===== config.mk =====
export PLATFORM = sky130hd
export DESIGN_NAME = cpu_rf_mp
export DESIGN_NICKNAME = d
export VERILOG_FILES = /design/src/rtl/cpu_rf_mp.sv
export SDC_FILE = /design/constraint.sdc
export NUM_CORES = 1
export LEC_CHECK = 0
export CAP_MARGIN = 20
export CORE_MARGIN = 5
export CORE_UTILIZATION = 25
export CTS_CLUSTER_DIAMETER = 120
export DETAILED_ROUTE_END_ITERATION = 12
export GPL_ROUTABILITY_DRIVEN = 0
export PLACE_DENSITY = 0.37
export SKIP_CTS_REPAIR_TIMING = 1
export SYNTH_ARGS = -nofsm -noshare
export SYNTH_HDL_FRONTEND = slang
export SYNTH_SLANG_ARGS = --single-unit

===== constraint.sdc =====
create_clock -name clk -period 2.6 [get_ports clk]
set_clock_uncertainty 0.1 [all_clocks]
set_input_delay 0.78 -clock clk [delete_from_list [all_inputs] [get_ports clk]]
set_output_delay 0.78 -clock clk [all_outputs]
set_load 0.005 [all_outputs]

===== src/rtl/cpu_rf_mp.sv =====
// cpu_rf_mp: multi-port register file for the CPU core.
// NRD registered read ports, two write ports (A: ALU writeback, B: load
// writeback), same-cycle write-to-read forwarding, a per-register busy
// scoreboard for outstanding loads and a registered error pulse.
module cpu_rf_mp #(
   parameter int DATA_W  = 32,
   parameter int NREGS   = 16,
   parameter int NRD     = 2,
   parameter int ZERO_R0 = 1,
   localparam int AW     = $clog2(NREGS)
) (
   input  logic                  clk,
   input  logic                  rst_n,
   input  logic [NRD*AW-1:0]     rd_sel,
   output logic [NRD*DATA_W-1:0] rd_data,
   output logic [NRD-1:0]        rd_busy,
   input  logic                  wa_en,
   input  logic [AW-1:0]         wa_sel,
   input  logic [DATA_W-1:0]     wa_data,
   input  logic                  wb_en,
   input  logic [AW-1:0]         wb_sel,
   input  logic [DATA_W-1:0]     wb_data,
   input  logic                  bs_en,
   input  logic [AW-1:0]         bs_sel,
   output logic                  err,
   output logic [1:0]            err_code
);

   localparam logic [AW-1:0] R0_SEL = {AW{1'b0}};
   localparam bit            ZR     = (ZERO_R0 != 0);

   logic [DATA_W-1:0] regs_r    [NREGS];
   logic [DATA_W-1:0] regs_nx_s [NREGS];
   logic [NREGS-1:0]  busy_r;
   logic [NREGS-1:0]  busy_nx_s;
   logic              wa_eff_s;
   logic              wb_eff_s;
   logic              bs_eff_s;
   logic              e_r0_s;
   logic              e_coll_s;
   logic              e_busy_s;
   logic [1:0]        code_nx_s;

   // Qualify the write/set strobes: R0 guard and port-A-wins collision rule.
   always_comb begin
      wa_eff_s = wa_en & ~(ZR & (wa_sel == R0_SEL));
      wb_eff_s = wb_en & ~(ZR & (wb_sel == R0_SEL)) & ~(wa_en & (wa_sel == wb_sel));
      bs_eff_s = bs_en & ~(ZR & (bs_sel == R0_SEL));
   end

   // Post-write register image; reads index this so writes forward at once.
   always_comb begin
      for (int i = 0; i < NREGS; i++) begin
         if (wa_eff_s && (wa_sel == AW'(i))) begin
            regs_nx_s[i] = wa_data;
         end else if (wb_eff_s && (wb_sel == AW'(i))) begin
            regs_nx_s[i] = wb_data;
         end else begin
            regs_nx_s[i] = regs_r[i];
         end
      end
   end

   // Next busy vector: clear on load writeback, set on load issue (set wins).
   always_comb begin
      for (int i = 0; i < NREGS; i++) begin
         if (bs_eff_s && (bs_sel == AW'(i))) begin
            busy_nx_s[i] = 1'b1;
         end else if (wb_en && (wb_sel == AW'(i))) begin
            busy_nx_s[i] = 1'b0;
         end else begin
            busy_nx_s[i] = busy_r[i];
         end
      end
   end

   // Error detection; lowest code wins when several causes coincide.
   always_comb begin
      e_r0_s   = ZR & ((wa_en & (wa_sel == R0_SEL) & (|wa_data)) |
                       (wb_en & (wb_sel == R0_SEL) & (|wb_data)));
      e_coll_s = wa_en & wb_en & (wa_sel == wb_sel);
      e_busy_s = bs_en & busy_r[bs_sel] & ~(wb_en & (wb_sel == bs_sel));
      if (e_r0_s) begin
         code_nx_s = 2'd1;
      end else if (e_coll_s) begin
         code_nx_s = 2'd2;
      end else if (e_busy_s) begin
         code_nx_s = 2'd3;
      end else begin
         code_nx_s = 2'd0;
      end
   end

   // Architectural storage: register array and busy scoreboard.
   always_ff @(posedge clk or negedge rst_n) begin
      if (!rst_n) begin
         for (int i = 0; i < NREGS; i++) begin
            regs_r[i] <= {DATA_W{1'b0}};
         end
         busy_r <= {NREGS{1'b0}};
      end else begin
         for (int i = 0; i < NREGS; i++) begin
            regs_r[i] <= regs_nx_s[i];
         end
         busy_r <= busy_nx_s;
      end
   end

   // Registered read ports and error pulse.
   always_ff @(posedge clk or negedge rst_n) begin
      if (!rst_n) begin
         rd_data  <= {(NRD*DATA_W){1'b0}};
         rd_busy  <= {NRD{1'b0}};
         err      <= 1'b0;
         err_code <= 2'd0;
      end else begin
         for (int i = 0; i < NRD; i++) begin
            rd_data[i*DATA_W +: DATA_W] <= regs_nx_s[rd_sel[i*AW +: AW]];
            rd_busy[i]                  <= busy_nx_s[rd_sel[i*AW +: AW]];
         end
         err      <= (code_nx_s != 2'd0);
         err_code <= code_nx_s;
      end
   end

endmodule


Word level (Yosys, flattened, before mapping)

Index checks and enable logic that the tools add are counted.

Bits in registers: 597
Input bits: 89
Word-level logic and storage cells: 244
Output and inout port bits: 69

Mux-type cells: 79
Reductions and logical operators: 70
Bitwise gates (word level): 22
Equality and inequality tests: 47
Magnitude comparators: 5

Operators by type and width:

| kind                                                                   | count |
|---|---|
| 32-bit 2-to-1 mux                                                      | 36 |
| 32-bit binary-select mux with 4-bit select                             | 2 |
| 4-bit equality test (second input constant)                            | 24 |
| 1-bit logical AND                                                      | 64 |
| 32-bit OR reduction                                                    | 2 |
| 4-bit by 3-bit equality test with 1-bit output (second input constant) | 12 |
| 1-bit 2-to-1 mux                                                       | 35 |
| 4-bit by 2-bit equality test with 1-bit output (second input constant) | 6 |
| 4-bit by 5-bit < comparator with 1-bit output (second input constant)  | 3 |
| 1-bit AND                                                              | 14 |
| 1-bit binary-select mux with 4-bit select                              | 3 |
| 4-bit by 1-bit equality test with 1-bit output (second input constant) | 3 |
| 4-bit zero test                                                        | 3 |
| 5-bit greater-or-equal comparator (second input constant)              | 2 |
| 4-bit inverter with 5-bit output                                       | 2 |
| 4-bit equality test                                                    | 2 |
| 2-bit 2-to-1 mux                                                       | 3 |
| 1-bit inverter                                                         | 5 |
| 2-bit nonzero test                                                     | 1 |
| 1-bit bitwise OR                                                       | 1 |

Logic depth before layout (Yosys ltp)

Gate-level depths: netlist (run 1).

Depth after elaboration: 10
Mapped depth: 12
Depth with buffers taken out: 7

Worst setup path before layout (run 1)

No wires, ideal clock.

Path type: in2reg
Start point: input wa_sel[1]
End point: register rd_data[12]
Arrival: 2.959 ns
Library setup time: 0.118 ns
Data required time: 2.382 ns
Cell stages on the path: 12
Buffers on the path: 5
Setup slack: -0.577 ns
Cells stage by stage: buf_6 xor2_2 or4_4 buf_6 buf_6 buf_4 buf_4 a31oi_2 a211oi_1 a211oi_1 o32ai_1 a21o_1

Word-level cells in the longest chain between the ends: 10
Elaborated cells between the ends (all ways): 89
Classes of those cells: eq/ne (16); mux (35); bitwise (5); reduce/logical (33)

RTL lines:

| element                                                | RTL line | text |
|---|---|---|
| from (decl)                                            | 18       | `input logic [AW-1:0] wa_sel,` |
| 4-bit equality test                                    | 47       | `wb_eff_s = wb_en & ~(ZR & (wb_sel == R0_SEL)) & ~(wa_en & (wa_sel == wb_sel));` |
| 1-bit AND                                              | 47       |  |
| 1-bit inverter                                         | 47       |  |
| 1-bit AND                                              | 47       |  |
| 1-bit logical AND                                      | 56       | `end else if (wb_eff_s && (wb_sel == AW'(i))) begin` |
| 32-bit 2-to-1 mux                                      | 56       |  |
| 32-bit 2-to-1 mux                                      | 54       | `if (wa_eff_s && (wa_sel == AW'(i))) begin` |
| 32-bit binary-select mux with 4-bit select *           | 118      | `rd_data[i*DATA_W +: DATA_W] <= regs_nx_s[rd_sel[i*AW +: AW]];` |
| 32-bit 2-to-1 mux (not written as such) * (2 in a row) | 118      |  |
| to (signal assigned)                                   | 112      | `rd_data <= {(NRD*DATA_W){1'b0}};` |
| to (signal, indexed assignment)                        | 118      |  |
| to (decl)                                              | 15       | `output logic [NRD*DATA_W-1:0] rd_data,` |

Mark *: on every way between the ends. The rest lies on a longest branch, timed or not. The select of a mux whose other input is x is not followed.

Worst setup path in the final report (run 1)

Start point: input wa_sel[3]
End point: register rd_data[26]

Same word-level chain as after synthesis.

==> run_results.csv, run 1 <==
group,metric,value,unit
run_status,violations,"setup timing",
global_routing,grt_pass1_vias,40600,
critical_path,crit_type,"in -> reg",
die,io_pins,158,
clocking,root_buffer,"clkbuf_16",
sta,worst_slew_pin_slew,955,ps
sta,setup-violations-final,67,
clocking,cts_tree,"built",
clocking,clock-sinks,597,
run,cap_violations,0,
die,fp.dieW,395,um
place,hpwlAfterDp,150,mm
global_routing,grt_max_degree,89,
layout,layout-drive-gt1-share,40.9,%
critical_path,critPathMaxFanout,10,
sta,whs,286,ps
die,coreArea,147000,um2
yosys,synth_ff_type,"dfrtp_1",
yosys,synthCells,4344,
yosys,synth_warnings,0,
run_status,status,"finished, violations left",
layout,layout.nets,5344,
yosys,synth_edf_count,0,
route,drcViolationCount,0,
die,die_h,395,um
critical_path,start_kind,"input pin",
sta,rsz0062_at_grt,"yes",
critical_path,cp-startpoint,"wa_sel[3]",
clocking,cts_max_path_buffers,3,
route,first_pass_iters,5,
sta,timing.final.crit_share,108,%
route,ant_nets,0,
yosys,syn-mean-instance-area,8.51,um2
yosys,synth_cell_types,67,
critical_path,endpoint_kind,"flip-flop",
route,drt_iter0_markers,3834,
critical_path,reg2reg_from,"busy_r[7]",
yosys,synth_compound_area_share,34.2,%
global_routing,grt_pass1_wl,302,mm
yosys,ys_ff_latch,597,
clocking,htree_levels,3,
global_routing,track_usage,26.3,%
power_and_ir_drop,p_per_area,621,nW/um2
critical_path,arrival,3390,ps
yosys,synthXorXnorAreaFrac,0.325,%
route,detail_route.vias_per_cell,5.80,
yosys,synth_nets,4433,
yosys,netlist_area,37000,um2
yosys,synth.yosys.seq_area_share,40.4,%
critical_path,required,3180,ps
yosys,yosys-mux-area-fraction,5.85,%
die,die_area,156000,um2
route,drt-total-wl,224,mm
sta,max_freq,356,MHz
power_and_ir_drop,vdd_drop_max,0.000454,V
place,pre_cts_slack,-1740,ps
route,wl_per_cell,30.9,um
die,rows,141,
sta,fin_crit,2810,ps
layout,areaGrowthSynthToFinish,57.0,%
yosys,async_reset_ff_share,100,%
global_routing,grt-ovfl-total,0,
die,start_util,25.1,%
clocking,clock_latency,730,ps
layout,fillCellCount,14700,
power_and_ir_drop,p_leak,24.3,nW
yosys,synthSimpleGateAreaFrac,12.0,%
sta,drv_slew,0,
worst_hold_path,hp-start,"regs_r[491]",
sta,hold_viol_final,0,
global_routing,antenna_found_initial,3,
yosys,yosys.area_share.adder,0,%
sta,relSlewSlack,36.1,%
worst_hold_path,hold_path_class,"reg -> reg",
clocking,path_clk_slew,60,ps
clocking,numCtsBuffers,82,
yosys,synth_top_family_by_area,"compound AO/OA/AOI/OAI gates",
place,io_buffers,157,
sta,worst_slack,-210,ps
route,vias,42000,
cells in the mapped netlist (34+ instances only):
| library cell | count | share of area [%] |
|---|---|---|
| nor2_1 | 460 | 4.7 |
| o21ai_0 | 443 | 6.0 |
| a21oi_1 | 298 | 4.0 |
| nand3_1 | 180 | 2.4 |
| a31o_2 | 85 | 2.0 |
| o22ai_1 | 216 | 3.7 |
| mux2i_1 | 62 | 1.7 |
| a21boi_0 | 84 | 1.7 |
| nand2_1 | 111 | 1.1 |
| mux4_2 | 59 | 3.6 |
| o32ai_1 | 40 | 0.95 |
| nor2b_1 | 60 | 1.0 |
| inv_1 | 90 | 0.91 |
| o31ai_1 | 45 | 0.91 |
| a21o_1 | 50 | 1.0 |
| a211oi_1 | 187 | 3.8 |
| buf_2 | 34 | 0.46 |
| a31oi_1 | 295 | 5.0 |
| buf_1 | 42 | 0.43 |
| dfrtp_1 | 597 | 40 |
| o221a_2 | 40 | 1.2 |
| clkbuf_1 | 494 | 5.0 |
placed cells by master, fill, tap and decap left out, types with 37 or more instances in the layout:
cell type        count
buf_4              922
mux2i_1             61
a31oi_1            210
nor2b_1             59
buf_12             228
a211oi_1           139
a31oi_4             37
o22ai_2            108
nand3_1            160
a31o_2              85
a21o_1              50
clkbuf_16          106
mux4_2              59
clkdlybuf4s50_1    129
a31oi_2             61
o21ai_0            372
buf_6               66
nor2_1             441
a21oi_1            269
nand2_1             91
inv_1               90
a21boi_2            51
o31ai_1             41
a211oi_2            43
o221a_2             40
o21ai_1             77
o22ai_1             92
dfrtp_1            585
area by class of cell:
type	count	area (um2)	area share, %
Clock inverter	28	268	0.461
Clock buffer	120	2390	4.13
Inverter	90	338	0.582
Timing Repair Buffer	1410	14700	25.4
Multi-Input combinational cell	3074	22900	39.5
Tap cell	1930	2410	4.16
Antenna cell	1	2.50	0.00431
Sequential cell	597	15000	25.8
final timing paths:
check	end	slack, ps	cells after the start
worst min register to register	regs_r[491]	290	0
worst max register to register	err	590	5
max in group asynchronous	regs_r[103]	1050	4
worst max-delay path	rd_data[26]	-210	13
worst min-delay path	regs_r[491]	290	0
min in group asynchronous	regs_r[242]	470	2
worst max-delay path, stage by stage:
cell	delay (ps)
buf_8	110
xor2_4	180
buf_6	130
or4_4	510
buf_12	180
clkbuf_16	190
buf_4	150
a21boi_2	150
o22ai_2	110
mux4_2	530
o22ai_1	140
buf_4	140
a21o_1	70
power breakdown:
group | internal, mW | switching (mW)
sequential | 11.4 | 0.741
combinational | 5.90 | 6.38
clock | 6.52 | 5.06
flip-flops by register name, summed over array words and instances (netlist names):
register,flops
busy_r,16
err,1
err_code,2
rd_busy,2
rd_data,64
regs_r,512
routing by layer:
metal,vias up,wire length (um),GRT usage (%)
met1,21500,93000,33.9
met4,0,16300,15.0
met3,504,12100,2.95
met2,1850,103000,43.0
met5,-,0,0
li1,18200,-,-
per-stage QoR:
| step | power [mW] | TNS, ps | util [%] | std cells | cell area (um2) |
|---|---|---|---|---|---|
| 2_1_floorplan | 17.3 | -28240 | - | 4344 | 37800 |
| 3_3_place_gp | 23.0 | -461990 | 34.4 | 6991 | 50700 |
| 3_5_place_dp | 23.1 | -467480 | 34.4 | 6991 | 50700 |
| 4_1_cts | 34.8 | -74850 | 36.3 | 7139 | 53400 |
| 5_1_grt | 37.6 | -9630 | 39.4 | 7249 | 58000 |
| 6_report | 36.0 | -8420 | 39.4 | 7250 | 58000 |
kinds of logic (layout without fill, tap and decap cells):
| family | count (synthesis) | in the layout |
|---|---|---|
| compound gates | 1960 | 1960 |
| xor+xnor | 12 | 12 |
| buf+inv | 674 | 1648 |
| flops | 597 | 597 |
| mux | 140 | 140 |
| other cells | 0 | 1 |
| simple gates | 961 | 962 |
No activity file was read; power rests on OpenSTA's default activity.
==> run 2: changes to the inputs <==
Settings changed: MAX_ROUTING_LAYER set to met4, SETUP_SLACK_MARGIN set to 0.4.
==> run 2 against run 1 <==
  * The flow still finishes with violations (setup timing)
  * Clock-buffer cell count up 2
  * Fmax is 0.53% lower
  * Critical path type unchanged
  * Final cell count barely moved
  * First-iteration DRC count rose by 17%
  * Via count increased by 1.6%
  * Clock power grew 9%
  * Sequential cell count is the same
  * Highest routed layer unchanged
  * Die area unchanged
  * Core utilization increased by 0.50 points
  * Power increased by 2.8%
  * Routed wire length up 5.7%
==> run_results.csv, run 2 (synthesis results as in run 1) <==
group,metric,value,unit
run_status,status,"finished, violations left",
run_status,violations,"setup timing",
clocking,cts_tree,"built",
clocking,clock-sinks,597,
critical_path,r2r_slack,660,ps
global_routing,grt_use_met3,3.91,%
critical_path,start_kind,"input pin",
sta,worst_slew_pin_slew,1060,ps
clocking,root_buffer,"clkbuf_16",
critical_path,endpoint_kind,"flip-flop",
place,hpwlAfterDp,152,mm
sta,timing.final.crit_share,109,%
route,detail_route.vias_per_cell,5.90,
die,rows,141,
global_routing,track_usage,28.2,%
sta,relSlewSlack,29.1,%
global_routing,grt_pass1_wl,311,mm
sta,setup-violations-final,68,
layout,layout-drive-gt1-share,41.3,%
place,io_buffers,157,
layout,areaGrowthSynthToFinish,59.0,%
route,vias,42700,
global_routing,grt-ovfl-total,0,
clocking,cts_max_path_buffers,3,
route,wl_per_cell,32.7,um
place,placed_area,51700,um2
global_routing,grt_pass1_vias,40500,
die,start_util,25.1,%
global_routing,grt.busiest_layer,"met2",
sta,drv_slew,0,
layout,final_area,58800,um2
global_routing,grt_max_degree,101,
worst_hold_path,hold_path_class,"reg -> reg",
power_and_ir_drop,p_per_area,630,nW/um2
place,place_inst,6972,
critical_path,required,3150,ps
global_routing,groute.layer.met2.usage,43.1,%
power_and_ir_drop,p_leak,24.5,nW
global_routing,globalRouteMet1Util,37.0,%
route,ant_nets,0,
route,drcViolationCount,0,
sta,worst_slack,-225,ps
run,cap_violations,0,
layout,reg_top3,"regs_r x512, rd_data x64, busy_r x16",
power_and_ir_drop,vdd_drop_max,0.000437,V
sta,rsz0062_at_grt,"yes",
die,fp.dieW,395,um
sta,max_freq,354,MHz
critical_path,critPathMaxFanout,7,
route,drt-total-wl,237,mm
clocking,clock_latency,730,ps
layout,final_cell_mix,"buf_4, dfrtp_1, nor2_1",
route,first_pass_iters,5,
sta,fin_crit,2830,ps
critical_path,crit_type,"in -> reg",
die,coreArea,147000,um2
die,die_area,156000,um2
layout,layout.nets,5330,
layout,largest_reg_flops,512,
critical_path,arrival,3370,ps
clocking,path_clk_slew,60,ps
route,drt_iter0_markers,4498,
die,io_pins,158,
clocking,numCtsBuffers,84,
sta,hold_viol_final,0,
layout,regMostFlops,"regs_r",
clocking,htree_levels,3,
layout,mostFrequentLayoutCell,"buf_4",
global_routing,antenna_found_initial,6,
layout,final_cells,7243,
power_and_ir_drop,p_total,37.1,mW
die,die_h,395,um
## run 2: changes by cell type in the layout (fill, tap and decap cells not counted), moves of 17 or more
cell,delta
a31o_2,-30
a21boi_4,+17
nand3_1,-25
a31o_4,+30
buf_6,-23
o21ai_0,+38
a21boi_1,-24
a211oi_1,+17
nand3_2,+26
buf_12,+19
o21ai_1,-30
## run 2: worst max-delay path, cell delays in order
cell	delay, ps
buf_8	110
xor2_4	170
buf_6	120
or4_4	670
clkbuf_16	270
buf_16	180
a21boi_2	140
o22ai_2	110
mux4_2	530
o22ai_4	150
a21o_1	120
## run 2: area by class of cell
| cell class | count | area [um2] |
|---|---|---|
| antenna | 7 | 17.5 |
| clock buffer | 122 | 2550 |
| clock inverter | 29 | 404 |
| fill | 14500 | 88500 |
| inverter | 90 | 338 |
| multi-input combinational | 3073 | 23300 |
| sequential | 597 | 15000 |
| tap | 1930 | 2410 |
| timing repair buffer | 1395 | 14800 |
## run 2: path summary, 6_finish.rpt
| path | from | end | cells after the start |
|---|---|---|---|
| setup / recovery | wb_sel[1] | rd_data[46] | 11 |
| hold / removal | regs_r[489] | regs_r[489] | 0 |
| setup reg to reg | busy_r[15] | err | 5 |
| hold reg to reg | regs_r[489] | regs_r[489] | 0 |
| max in group asynchronous | rst_n | regs_r[26] | 4 |
| min in group asynchronous | rst_n | regs_r[17] | 2 |
## run 2: power breakdown
group | switching [mW] | internal (mW) | total [mW]
sequential | 0.833 | 11.5 | 12.3
combinational | 6.15 | 6.02 | 12.2
clock | 5.11 | 7.50 | 12.6
total | 12.1 | 25.0 | 37.1
## run 2: routing by layer
| layer | share of wire, % | vias to the layer above |
|---|---|---|
| met5 | 0 | - |
| met4 | 5.9 | 0 |
| met3 | 7.1 | 495 |
| met2 | 45 | 2203 |
| met1 | 43 | 21800 |
| li1 | - | 18200 |
## run 2: through the flow
step,TNS [ps],setup WS (ps),utilization (%),hold WS (ps)
detailed placement,-439140,-1700,35.1,274
CTS,-59130,-970,37.1,-185
floorplan,-28770,-457,-,335
global placement,-435400,-1620,35.1,272
finish,-9230,-225,39.9,282
global route,-10380,-232,39.9,293
